### src/rtl/matrix_result_regfile.sv
// matrix_result_regfile: a bank of NUM_REGS result elements written over a
// valid/ready port, with overwrite or accumulate writes and fill tracking.
// Optional macro MATRIX_RF_SATURATE_EN: accumulate clamps to all-ones on carry.
// Ports:
//   clk, reset (async, active-high), clear (sync)
//   wr_valid/wr_ready/wr_addr/wr_data/acc_mode: write port
//   rd_addr -> rd_data (registered read, 0 when out of range)
//   contents (flat bus of all elements), written (per-register fill bits)
//   done (all registers written), addr_err (pulse), ovf (sticky carry flag)
module matrix_result_regfile #(
    parameter int ELEM_W   = 6,
    parameter int NUM_REGS = 8,
    parameter int ADDR_W   = 3
) (
    input  logic                       clk,
    input  logic                       reset,
    input  logic                       clear,
    input  logic                       wr_valid,
    output logic                       wr_ready,
    input  logic [ADDR_W-1:0]          wr_addr,
    input  logic [ELEM_W-1:0]          wr_data,
    input  logic                       acc_mode,
    input  logic [ADDR_W-1:0]          rd_addr,
    output logic [ELEM_W-1:0]          rd_data,
    output logic [NUM_REGS*ELEM_W-1:0] contents,
    output logic [NUM_REGS-1:0]        written,
    output logic                       done,
    output logic                       addr_err,
    output logic                       ovf
);

    localparam logic [1:0] S_EMPTY    = 2'd0;
    localparam logic [1:0] S_FILLING  = 2'd1;
    localparam logic [1:0] S_COMPLETE = 2'd2;

    logic [1:0]                 r_state;
    logic [NUM_REGS*ELEM_W-1:0] r_contents;
    logic [NUM_REGS-1:0]        r_written;
    logic [ELEM_W-1:0]          r_rd_data;
    logic                       r_ovf;
    logic                       r_addr_err;

    logic                w_ready;
    logic                w_accept;
    logic                w_wr_in_range;
    logic                w_do_write;
    logic                w_carry;
    logic [ELEM_W-1:0]   w_old;
    logic [ELEM_W-1:0]   w_rd_sel;
    logic [ELEM_W-1:0]   w_new;
    logic [ELEM_W:0]     w_sum;
    logic [NUM_REGS-1:0] w_wr_onehot;
    logic [NUM_REGS-1:0] w_written_next;

    // Address decode: an address is in range exactly when it matches one
    // of the NUM_REGS slots, so the one-hot doubles as the range check.
    always_comb begin
        w_old       = '0;
        w_rd_sel    = '0;
        w_wr_onehot = '0;
        for (int i = 0; i < NUM_REGS; i++) begin
            if (wr_addr == ADDR_W'(i)) begin
                w_old          = r_contents[i*ELEM_W +: ELEM_W];
                w_wr_onehot[i] = 1'b1;
            end
            if (rd_addr == ADDR_W'(i)) begin
                w_rd_sel = r_contents[i*ELEM_W +: ELEM_W];
            end
        end
    end

    assign w_ready        = (r_state != S_COMPLETE);
    assign w_accept       = wr_valid & w_ready;
    assign w_wr_in_range  = |w_wr_onehot;
    assign w_do_write     = w_accept & w_wr_in_range;
    assign w_written_next = r_written | w_wr_onehot;

    assign w_sum   = {1'b0, w_old} + {1'b0, wr_data};
    assign w_carry = w_sum[ELEM_W];

`ifdef MATRIX_RF_SATURATE_EN
    assign w_new = !acc_mode ? wr_data :
                   w_carry   ? {ELEM_W{1'b1}} : w_sum[ELEM_W-1:0];
`else
    assign w_new = acc_mode ? w_sum[ELEM_W-1:0] : wr_data;
`endif

    always_ff @(posedge clk or posedge reset) begin
        if (reset) begin
            r_state    <= S_EMPTY;
            r_contents <= '0;
            r_written  <= '0;
            r_rd_data  <= '0;
            r_ovf      <= 1'b0;
            r_addr_err <= 1'b0;
        end else if (clear) begin
            r_state    <= S_EMPTY;
            r_contents <= '0;
            r_written  <= '0;
            r_rd_data  <= '0;
            r_ovf      <= 1'b0;
            r_addr_err <= 1'b0;
        end else begin
            // Read samples pre-write contents, giving old data on collision.
            r_rd_data  <= w_rd_sel;
            r_addr_err <= w_accept & ~w_wr_in_range;
            if (w_do_write) begin
                for (int i = 0; i < NUM_REGS; i++) begin
                    if (w_wr_onehot[i]) begin
                        r_contents[i*ELEM_W +: ELEM_W] <= w_new;
                    end
                end
                r_written <= w_written_next;
                if (acc_mode && w_carry) begin
                    r_ovf <= 1'b1;
                end
                // Any accepted write lands in FILLING or COMPLETE; a rewrite
                // of an already-set bit leaves FILLING unchanged.
                if (&w_written_next) begin
                    r_state <= S_COMPLETE;
                end else begin
                    r_state <= S_FILLING;
                end
            end
        end
    end

    assign wr_ready = w_ready;
    assign done     = (r_state == S_COMPLETE);
    assign rd_data  = r_rd_data;
    assign contents = r_contents;
    assign written  = r_written;
    assign addr_err = r_addr_err;
    assign ovf      = r_ovf;

endmodule

### config.mk
export PLATFORM = sky130hd
export DESIGN_NAME = matrix_result_regfile
export DESIGN_NICKNAME = d
export VERILOG_FILES = /design/src/rtl/matrix_result_regfile.sv
export SDC_FILE = /design/constraint.sdc
export NUM_CORES = 1
export LEC_CHECK = 0
export CAP_MARGIN = 5
export CORE_MARGIN = 4
export CORE_UTILIZATION = 51
export DETAILED_ROUTE_END_ITERATION = 8
export MAX_ROUTING_LAYER = met4
export PLACE_DENSITY_LB_ADDON = 0.3
export SLEW_MARGIN = 20
export SYNTH_ARGS = -nofsm -noshare
export SYNTH_HDL_FRONTEND = slang
export SYNTH_SLANG_ARGS = --single-unit
### constraint.sdc
create_clock -name clk -period 3.5 [get_ports clk]
set_input_delay 0.7 -clock clk [delete_from_list [all_inputs] [get_ports clk]]
set_output_delay 0.7 -clock clk [all_outputs]
set_load 0.05 [all_outputs]
==> impl_metrics.toml <==
[drt]
wl_um = 12900
route.met2.wl_um = 6090
route.detailed.drc = 0
viasPerCell = 6.22
drt.antenna.violating_nets = 0
via_count = 3917
met1_length_um = 5490
met3_length_um = 1010
highest_layer = "met4"
drt_iter0_drc = 290
firstDrtPassIters = 5
wl_per_cell_um = 20.5

[pwr]
max-vdd-ir-drop_uv = 253
swShare_pct = 31.8
seq_power_share_pct = 43.4
clock_power_share_pct = 34.0
p_switching_uw = 592
p_per_area_nw_per_um2 = 350
internal-power_uw = 1270
leakage_uw = 0.00240
comb_power_share_pct = 22.6

[hold_path]
hold_start = "written[0]"
whs_path_depth = 2
min_to = "written[0]"
holdCritPathClass = "flip-flop to flip-flop"

[finish]
fin_area_um2 = 5330
layout.nets = 547
layout-drive-gt1-share_pct = 14.4
insertedDiodeCount = 0
area_growth_pct = 29.3

[sta]
finalHoldViolations = 0
finalCriticalPeriod_ns = 3.19
rsz0062_at_grt = "false"
fin_crit_sh_pct = 91.1
fin_worst_skew_ns = 0.0144
setup-tns-final_ns = 0
fmax_mhz = 314
setup_viol = 0
fin_ws_ns = 0.311
relSlewSlack_pct = 52.7
drv_slew = 0
tightestPinTransition_ns = 0.707

[grt]
grt_first_pass_wirelength_um = 21200
grt-ovfl-total = 0
first_global_vias = 3877
grt_use_total_pct = 28.6
grt_max_degree = 39
antenna_found_initial = 0

[synth]
synthFlopType = "dfrtp_1"
synth_top_family_by_area = "simple AND/OR/NAND/NOR gates"
synth_xor_xnor_area_share_pct = 0.213
synth_adder_area_share_pct = 2.31
synth_area_per_cell_um2 = 9.53
synth-seq-cells = 66
yosysSeqAreaShare_pct = 40.1
muxShareOfSynthArea_pct = 8.96
synth_area_leaders = "dfrtp_1 (40%), mux2i_1 (7.0%), nand3b_1 (5.5%)"
synth_cell_types = 63
synth_top_area_share_pct = 40.1
synthCells = 432
syn-cell-area_um2 = 4120
synth_top_cell_by_area = "dfrtp_1"
synth-edff-count = 0
synth_simple_gate_area_share_pct = 25.8
yosysWarnings = 0
syn-num-nets = 456
synth_compound_gate_area_share_pct = 17.0
synthArstFlopShare_pct = 100

[floorplan]
core.rowCount = 32
die_w_um = 97.9
die_area_um2 = 9580
ioPinCount = 83
core_area_um2 = 7810
start_util_pct = 52.8
die_y_um = 97.9

[cts]
clk_path_buf_depth = 2
path_clk_slew_ns = 0.08
htree_levels = 3
postCtsHoldBufs = 0
cts_tree = "built"
cts.root.buffer_cell = "clkbuf_8"
post-cts-setup-buffers = 0
clock_sinks = 66
cts_inserted_buffers = 9
clock_latency_ns = 0.35

[critical_path]
end_kind = "flip-flop"
rr_startpoint = "contents[24]"
required_ns = 3.70
reg2reg_to = "contents[46]"
worstPathCellList = "dlymetal6s2s_1 > buf_6 > and2b_1 > a31o_1 > nor2_1 > a221o_1 > a21oi_1 > ha_1 > buf_4 > nor4_1 > o21ai_0 > o311ai_2 > mux2i_1"
crit_arrival_ns = 3.39
rrSetupSlack_ns = 0.53
cp_max_fo = 28
critPathLaunchType = "input port"
reg2reg_depth = 13
crit_type = "input port to flip-flop"
critical-path-max-stage-delay_ns = 0.34
slowest_stage = "a221o_1"

[placed_design]
place_area_um2 = 5110
routabilityCongestion = 0.993
io_buffers = 82
dp_slack_ns = -0.437
hpwl_um = 9440

[run]
cap_violations = 0

[outcome]
status = "complete, no violations"
final cells by class:
cell class                 instances  area [µm²]
clock buffer                      11         131
clock inverter                     5        55.1
fill                             661        2480
inverter                          12        45.0
multi-input combinational        323        2250
sequential                        66        1650
tap                              102         128
timing repair buffer             111        1070
registers in the layout (all words and copies together), names as in the netlist:
name      flops
addr_err      1
contents     48
ovf           1
r_state       2
rd_data       6
written       8
cells in the mapped netlist, drive strengths merged, types with 7 or more instances:
| cell | number |
|---|---|
| a21oi | 20 |
| and3b | 9 |
| buf | 21 |
| clkbuf | 10 |
| dfrtp | 66 |
| inv | 12 |
| mux2i | 29 |
| nand2 | 28 |
| nand2b | 7 |
| nand3 | 15 |
| nand3b | 30 |
| nor2 | 47 |
| nor2b | 8 |
| o21ai | 47 |
metal layers:
layer | global-route usage [%] | vias to the layer above
li1 | - | 1753
met1 | 38.9 | 1926
met2 | 43.4 | 197
met3 | 6.14 | 41
met4 | 8.41 | 0
met5 | - | -
kinds of logic (layout without fill, tap and decap cells):
group                      after synthesis  count (layout)
DFF                                     66              66
and+or+nand+nor                        174             174
other                                    1               1
xor gates and xnor gates                 1               1
adders and majority gates                7               7
muxes                                   33              33
AOI/OAI and AO/OA                      107             107
buffers and inverters                   43             139
placed cells by master, fill, tap and decap left out, types with 3 or more instances in the layout:
cell type        synthesis  routed
inv_1                   12      11
nor4_2                   5       5
a21oi_1                 20      20
mux2i_1                 29      29
and3b_1                  8       8
dlymetal6s2s_1           0       3
mux4_2                   3       3
a21o_1                   4       4
nor2b_1                  7       7
clkdlybuf4s50_1          0      78
and4b_1                  5       5
o21ai_0                 33      33
nand3_1                 14      14
nand3b_1                30      30
and4bb_2                 4       4
o21ai_1                 13      13
nand2b_1                 6       6
dfrtp_1                 66      66
a211oi_1                 5       5
clkbuf_8                 0       9
buf_4                    3      25
a31oi_1                  5       5
nand2_1                 26      26
nor2_1                  46      46
o22ai_1                  4       4
ha_1                     6       6
nor3_1                   4       4
how the worst max path moves through the flow:
stage | slack [ns] | end | depth (start not counted) | start
2_1_floorplan | 0.34 | contents[46] | 13 | wr_addr[2]
3_3_place_gp | -0.44 | contents[17] | 13 | wr_addr[0]
3_5_place_dp | -0.44 | contents[23] | 13 | wr_addr[1]
4_1_cts | 0.005 | contents[23] | 13 | wr_addr[1]
5_1_grt | 0.19 | contents[46] | 14 | wr_addr[0]
6_report | 0.31 | contents[23] | 13 | wr_addr[1]
power by group through the flow:
stage                     clock network (µW)  logic [µW]  registers, µW
after floorplan                            0         195            890
after global placement                     0         408            822
after detailed placement                   0         414            822
after CTS                                643         418            807
after global routing                     673         451            811
final                                    633         421            808
repair_timing:
item                       CTS  global route
cloned                       0             0
setup endpoints to repair    8            33
gates resized for setup      3             5
stage by stage:
step	hold WS, ns	total power [µW]	util, %	instances
floorplan	0.542	1080	-	432
global placement	0.538	1230	65.4	614
detailed placement	0.548	1240	65.4	614
CTS	0.563	1870	68.0	630
global route	0.590	1930	68.2	630
finish	0.560	1860	68.2	630
critical path: cells and delay by family:
family / cells / cell delay [ns]
adder cells (fa/ha/maj): 1 / 0.29
buffers and inverters: 3 / 0.57
AND/OR/NAND/NOR: 3 / 0.54
AO/OA/AOI/OAI: 5 / 1.12
multiplexers: 1 / 0.15
Power figures use the tool's default switching activity.
